`src/rtl/uart_tx_cfg_if.sv`:
```
// Byte stream in, serial line and frame status out, for uart_tx_cfg.
// master = producing core / bench, slave = transmitter.
interface uart_tx_cfg_if #(
  parameter int DATA_BITS = 8
);
  logic [DATA_BITS-1:0] s_data;
  logic                 s_valid;
  logic                 s_ready;
  logic                 tx_out;
  logic                 busy;
  logic                 tx_done;

  modport master (output s_data, s_valid, input s_ready, tx_out, busy, tx_done);
  modport slave  (input s_data, s_valid, output s_ready, tx_out, busy, tx_done);
endinterface

```
`src/rtl/uart_tx_cfg.sv`:
```
// Parametrised UART transmitter, baud tick from a phase accumulator on clk.
// Define UART_TX_FIFO_EN to build in a FIFO_DEPTH-entry input FIFO.
//
// state  | meaning
// IDLE   | line high, waiting for a word
// START  | start bit (low)
// DATA   | data bits, LSB first
// PAR    | parity bit
// STOP   | stop bit(s), high
module uart_tx_cfg #(
  parameter int DATA_BITS  = 8,
  parameter int PARITY     = 0,
  parameter int STOP_BITS  = 1,
  parameter int ACC_WIDTH  = 20,
  parameter int BAUD_INC   = 181,
  parameter int FIFO_DEPTH = 8
) (
  input  logic          clk,
  input  logic          rst,
  uart_tx_cfg_if.slave  bus
);

  if (DATA_BITS < 5 || DATA_BITS > 9 || PARITY < 0 || PARITY > 2 ||
      STOP_BITS < 1 || STOP_BITS > 2) begin : g_bad_param
    $error("uart_tx_cfg: illegal DATA_BITS/PARITY/STOP_BITS");
  end

  typedef enum logic [2:0] {IDLE, START, DATA, PAR, STOP} state_t;

  localparam logic [3:0] BIT_LAST  = 4'(DATA_BITS - 1);
  localparam logic       STOP_LAST = 1'(STOP_BITS - 1);
  localparam logic       PAR_ODD   = (PARITY == 1);

  state_t               state;
  logic [ACC_WIDTH-1:0] acc;
  logic [ACC_WIDTH:0]   acc_sum;
  logic                 tick;
  logic [DATA_BITS-1:0] shreg;
  logic                 par_bit;
  logic [3:0]           bit_cnt;
  logic                 stop_cnt;
  logic                 tx_q;
  logic                 done_q;
  logic                 start_go;
  logic [DATA_BITS-1:0] start_word;

  // The carry of the next sum is the tick, so the state moves on the same
  // edge the accumulator wraps.
  assign acc_sum = {1'b0, acc} + (ACC_WIDTH + 1)'(BAUD_INC);
  assign tick    = acc_sum[ACC_WIDTH];

`ifdef UART_TX_FIFO_EN
  if (FIFO_DEPTH < 2 || (FIFO_DEPTH & (FIFO_DEPTH - 1)) != 0) begin : g_bad_depth
    $error("uart_tx_cfg: FIFO_DEPTH must be a power of two >= 2");
  end

  localparam int PW = $clog2(FIFO_DEPTH);

  logic [DATA_BITS-1:0] mem [FIFO_DEPTH];
  logic [PW:0]          wr_ptr;
  logic [PW:0]          rd_ptr;
  logic                 full;
  logic                 empty;
  logic                 wr_en;

  assign full        = (wr_ptr[PW] != rd_ptr[PW]) && (wr_ptr[PW-1:0] == rd_ptr[PW-1:0]);
  assign empty       = (wr_ptr == rd_ptr);
  assign wr_en       = bus.s_valid && !full;
  assign bus.s_ready = !full;
  assign start_go    = (state == IDLE) && !empty;
  assign start_word  = mem[rd_ptr[PW-1:0]];

  always_ff @(posedge clk) begin
    if (rst) begin
      wr_ptr <= '0;
      rd_ptr <= '0;
    end else begin
      if (wr_en)    wr_ptr <= wr_ptr + 1'b1;
      if (start_go) rd_ptr <= rd_ptr + 1'b1;
    end
  end

  always_ff @(posedge clk) begin
    if (!rst && wr_en) mem[wr_ptr[PW-1:0]] <= bus.s_data;
  end
`else
  assign bus.s_ready = (state == IDLE) && !rst;
  assign start_go    = bus.s_valid && bus.s_ready;
  assign start_word  = bus.s_data;
`endif

  always_ff @(posedge clk) begin
    if (rst) begin
      state    <= IDLE;
      acc      <= '0;
      shreg    <= '0;
      par_bit  <= 1'b0;
      bit_cnt  <= '0;
      stop_cnt <= 1'b0;
      tx_q     <= 1'b1;
      done_q   <= 1'b0;
    end else begin
      done_q <= 1'b0;
      acc    <= acc_sum[ACC_WIDTH-1:0];
      case (state)
        IDLE: begin
          tx_q <= 1'b1;
          if (start_go) begin
            shreg   <= start_word;
            par_bit <= (^start_word) ^ PAR_ODD;
            acc     <= '0;
            state   <= START;
            tx_q    <= 1'b0;
          end
        end
        START: if (tick) begin
          state   <= DATA;
          bit_cnt <= '0;
          tx_q    <= shreg[0];
          shreg   <= shreg >> 1;
        end
        DATA: if (tick) begin
          if (bit_cnt == BIT_LAST) begin
            stop_cnt <= 1'b0;
            if (PARITY != 0) begin
              state <= PAR;
              tx_q  <= par_bit;
            end else begin
              state <= STOP;
              tx_q  <= 1'b1;
            end
          end else begin
            bit_cnt <= bit_cnt + 1'b1;
            tx_q    <= shreg[0];
            shreg   <= shreg >> 1;
          end
        end
        PAR: if (tick) begin
          state    <= STOP;
          tx_q     <= 1'b1;
          stop_cnt <= 1'b0;
        end
        STOP: if (tick) begin
          if (stop_cnt == STOP_LAST) begin
            state  <= IDLE;
            done_q <= 1'b1;
          end else begin
            stop_cnt <= stop_cnt + 1'b1;
          end
        end
        default: state <= IDLE;
      endcase
    end
  end

  assign bus.tx_out  = tx_q;
  assign bus.tx_done = done_q;
  assign bus.busy    = (state != IDLE);

endmodule

```
`src/flat_wrapper.sv`:
```
// flat-port wrapper written by rule: the top's interface ports become plain ports
module uart_tx_cfg_flat 
#(
  parameter int DATA_BITS  = 8,
  parameter int PARITY     = 0,
  parameter int STOP_BITS  = 1,
  parameter int ACC_WIDTH  = 20,
  parameter int BAUD_INC   = 181,
  parameter int FIFO_DEPTH = 8
)
  (clk, rst, bus_s_data, bus_s_valid, bus_s_ready, bus_tx_out, bus_busy, bus_tx_done);
  uart_tx_cfg_if #(.DATA_BITS(DATA_BITS)) bus_i ();
  input  logic clk;
  input  logic rst;
  input wire logic [$bits(bus_i.s_data)-1:0] bus_s_data;
  input wire logic [$bits(bus_i.s_valid)-1:0] bus_s_valid;
  output wire logic [$bits(bus_i.s_ready)-1:0] bus_s_ready;
  output wire logic [$bits(bus_i.tx_out)-1:0] bus_tx_out;
  output wire logic [$bits(bus_i.busy)-1:0] bus_busy;
  output wire logic [$bits(bus_i.tx_done)-1:0] bus_tx_done;
  assign bus_i.s_data = bus_s_data;
  assign bus_i.s_valid = bus_s_valid;
  assign bus_s_ready = bus_i.s_ready;
  assign bus_tx_out = bus_i.tx_out;
  assign bus_busy = bus_i.busy;
  assign bus_tx_done = bus_i.tx_done;
  uart_tx_cfg #(.DATA_BITS(DATA_BITS), .PARITY(PARITY), .STOP_BITS(STOP_BITS), .ACC_WIDTH(ACC_WIDTH), .BAUD_INC(BAUD_INC), .FIFO_DEPTH(FIFO_DEPTH)) u_core (.clk(clk), .rst(rst), .bus(bus_i));
endmodule
```
`config.mk`:
```
export PLATFORM = sky130hd
export DESIGN_NAME = uart_tx_cfg_flat
export DESIGN_NICKNAME = d
export VERILOG_FILES = /design/src/rtl/uart_tx_cfg_if.sv /design/src/rtl/uart_tx_cfg.sv /design/src/flat_wrapper.sv
export SDC_FILE = /design/constraint.sdc
export NUM_CORES = 1
export LEC_CHECK = 0
export ABC_AREA = 0
export CAP_MARGIN = 20
export CORE_ASPECT_RATIO = 0.8
export CORE_MARGIN = 2
export CORE_UTILIZATION = 50
export DETAILED_ROUTE_END_ITERATION = 8
export HOLD_SLACK_MARGIN = 0.08
export PLACE_DENSITY = 0.78
export SYNTH_ARGS = -nofsm -noshare
export SYNTH_HDL_FRONTEND = slang
export SYNTH_SLANG_ARGS = --single-unit
```
`constraint.sdc`:
```
create_clock -name clk -period 2.65 [get_ports clk]
set_input_delay 0.53 -clock clk [delete_from_list [all_inputs] [get_ports clk]]
set_output_delay 0.53 -clock clk [all_outputs]
set_load 0.05 [all_outputs]
```
==> run_results.csv <==
group,metric,value,unit
synthesis,yosys.cell_count.top_type,"dfxtp_1",
timing,hold_viol,0,
critical_path,cp.required,2.12,ns
final_layout,syn2layout_area_growth,17.3,%
final_layout,num_antenna_cells,0,
cts,clkTransAtPathRegs,0.07,ns
cts,numCtsBuffers,5,
final_layout,fin_nets,230,
cts,numClockSinks,37,
critical_path,worst_path_max_delay_cell,"clkdlybuf4s50_1",
synthesis,synth-seq-cells,37,
placement,hpwl,2560,um
pwr,ir_drop,0.347,mV
cts,hold_buffers,0,
placement,place_congestion,0.807,
detailed_routing,first_pass_iters,4,
floorplan,core_area,0.00318,mm2
cts,post-cts-setup-buffers,0,
timing,fin_crit_sh,90.6,%
timing,worst_slack,0.249,ns
detailed_routing,dr.first_iter.drc_count,70,
cts,clockBufferDepth,2,
critical_path,critPathArrivalTime,1.87,ns
timing,holdWs,0.452,ns
grt,grt_usage,18.8,%
detailed_routing,viasPerCell,5.78,
grt,grt_pass1_vias,1360,
pwr,clkPwrFrac,33.3,%
synthesis,synth_area,0.00172,mm2
placement,port_buffers,14,
outcome,outcome,"finished, final reports clean",
floorplan,io_pins,15,
timing,relSlewSlack,47.5,%
grt,grt_pass1_wl,5900,um
critical_path,endpoint_kind,"output port",
synthesis,synth.top_cells.by_count,"dfxtp_1 (37), nor2_1 (26), a21oi_1 (15)",
synthesis,synthArstFlopShare,0,%
min_path,hold_class,"reg2reg",
critical_path,cpPeakStageDelay,0.72,ns
final_layout,final_cells,257,
placement,dp_cells,250,
cts,root_buffer,"clkbuf_8",
timing,drv_slew,0,
grt,grt_max_degree,22,
floorplan,start_util,54.0,%
run,max-cap-violations,0,
critical_path,crit_chain,"nor3_1, inv_1, clkdlybuf4s50_1",
synthesis,yosysWarnings,0,
pwr,seq_power_share,51.5,%
cts,cts_tree,"built",
pwr,power_switching,0.312,mW
cts,cts_resized,0,
grt,antenna_found_initial,0,
critical_path,startpoint_type,"register",
pwr,pwr-share-comb,15.3,%
timing,tightest_slew,0.788,ns
detailed_routing,route.detailed.drc,0,
synthesis,synthFlopType,"dfxtp_1",
pwr,p_leak,0.717,nW
detailed_routing,vias,1485,
floorplan,fp-row-count,18,
timing,fin_crit,2.40,ns
synthesis,synth_top_area_share,43.2,%
synthesis,synthTopCellsByArea,"dfxtp_1 (43%), nor2_1 (5.7%), mux2i_1 (4.7%)",
final_layout,drive_above_1_share,8.29,%
critical_path,path_class,"reg2out",
cts,clk_latency,0.29,ns
timing,rsz0062_at_grt,"no",
pwr,power_density,589,mW/mm2
pwr,internal_power,0.872,mW
synthesis,synth.avg_cell_area,8.62,um2
floorplan,die_w,69.5,um
detailed_routing,wl_per_cell,13.8,um
synthesis,synth-seq-area-share,43.2,%
synthesis,syn-num-nets,212,
synthesis,synth_edf_count,0,
detailed_routing,wirelength,3540,um
cts,cts_max_level,2,
synthesis,synthesis.instances,199,
grt,grt_overflow,0,
synthesis,ys_types,42,
timing,setup_tns,0,ns
pwr,p_sw_share,26.3,%
floorplan,die_area,0.00392,mm2
timing,fin_skew,0.00839,ns
final_layout,num-fill-cells,269,
final_layout,fin_util,63.4,%
critical_path,cp_max_fo,9,
placement,dp_slack,0.0750,ns
timing,clock.fmax,416,MHz
detailed_routing,drtAntennaViolNets,0,
floorplan,die_h,56.4,um
timing,setup_viol,0,
synthesis,synth_area_leader_cell,"dfxtp_1",
==> layout by cell type, fill, tap and decap left out, drive strengths merged, types with 2 or more instances in the layout <==
cell type / instances
nand3: 5
nor3b: 2
or4: 5
xnor2: 9
nor3: 6
a21o: 2
inv: 7
a21oi: 15
and4: 2
buf: 7
a211oi: 8
or3: 8
nand2b: 6
o21ai: 10
dfxtp: 37
clkdlybuf4s50: 13
or2: 2
ha: 2
nand3b: 2
nor2: 26
mux2i: 8
clkbuf: 7
nand2: 11
==> critical path, delay by kind of cell, from the launching register on <==
family / cells / cell delay (ns)
AND/OR/NAND/NOR: 1 / 0.34
buffers and inverters: 2 / 0.85
flip-flops: 1 / 0.39
==> registers in the layout (all words and copies together), names as in the netlist <==
| signal | count |
|---|---|
| u_core.acc | 20 |
| u_core.bus.tx_done | 1 |
| u_core.bus.tx_out | 1 |
| u_core.shreg | 8 |
| u_core.bit_cnt | 4 |
| u_core.state | 3 |
==> power by group through the flow <==
| stage | logic [mW] | registers (mW) | clock network (mW) |
|---|---|---|---|
| after global placement | 0.172 | 0.619 | 0 |
| final | 0.181 | 0.609 | 0.394 |
| after CTS | 0.181 | 0.609 | 0.395 |
| after detailed placement | 0.180 | 0.622 | 0 |
| after global routing | 0.199 | 0.614 | 0.419 |
| after floorplan | 0.117 | 0.621 | 0 |
==> area by class of cell <==
type,count,area (um2),area share (%)
multi-input combinational,146,913,45.4
sequential,37,741,36.8
timing repair buffer,20,195,9.70
clock buffer,7,86.3,4.29
tap,40,50.0,2.49
inverter,7,26.3,1.31
==> stage by stage <==
step | area, um2 | total power, mW
3_3_place_gp | 1930 | 0.791
3_5_place_dp | 1930 | 0.802
6_report | 2010 | 1.18
5_1_grt | 2010 | 1.23
2_1_floorplan | 1720 | 0.738
4_1_cts | 2010 | 1.19
==> metal layers <==
| layer | vias to the layer above | global-route usage [%] | routed length (um) |
|---|---|---|---|
| met4 | 0 | 9.52 | 85 |
| met5 | - | 0 | 0 |
| met1 | 699 | 25.0 | 1690 |
| met2 | 31 | 28.6 | 1630 |
| li1 | 746 | - | - |
| met3 | 9 | 4.31 | 141 |
==> path summary, 6_finish.rpt <==
path / startpoint / to / slack, ns / depth (start not counted)
max reg2reg: u_core.bit_cnt[0] / u_core.shreg[7] / 0.30 / 6
min: u_core.acc[0] / u_core.acc[0] / 0.45 / 1
min reg2reg: u_core.acc[0] / u_core.acc[0] / 0.45 / 1
max: u_core.state[2] / bus_busy / 0.25 / 3
==> cells by family after synthesis <==
| logic type | synth area share [%] |
|---|---|
| and+or+nand+nor | 24.9 |
| adders and majority gates | 1.46 |
| DFF | 43.2 |
| xor gates and xnor gates | 5.11 |
| muxes | 4.67 |
| AOI/OAI and AO/OA | 17.1 |
| buffers and inverters | 3.57 |
Power figures use the tool's default switching activity.
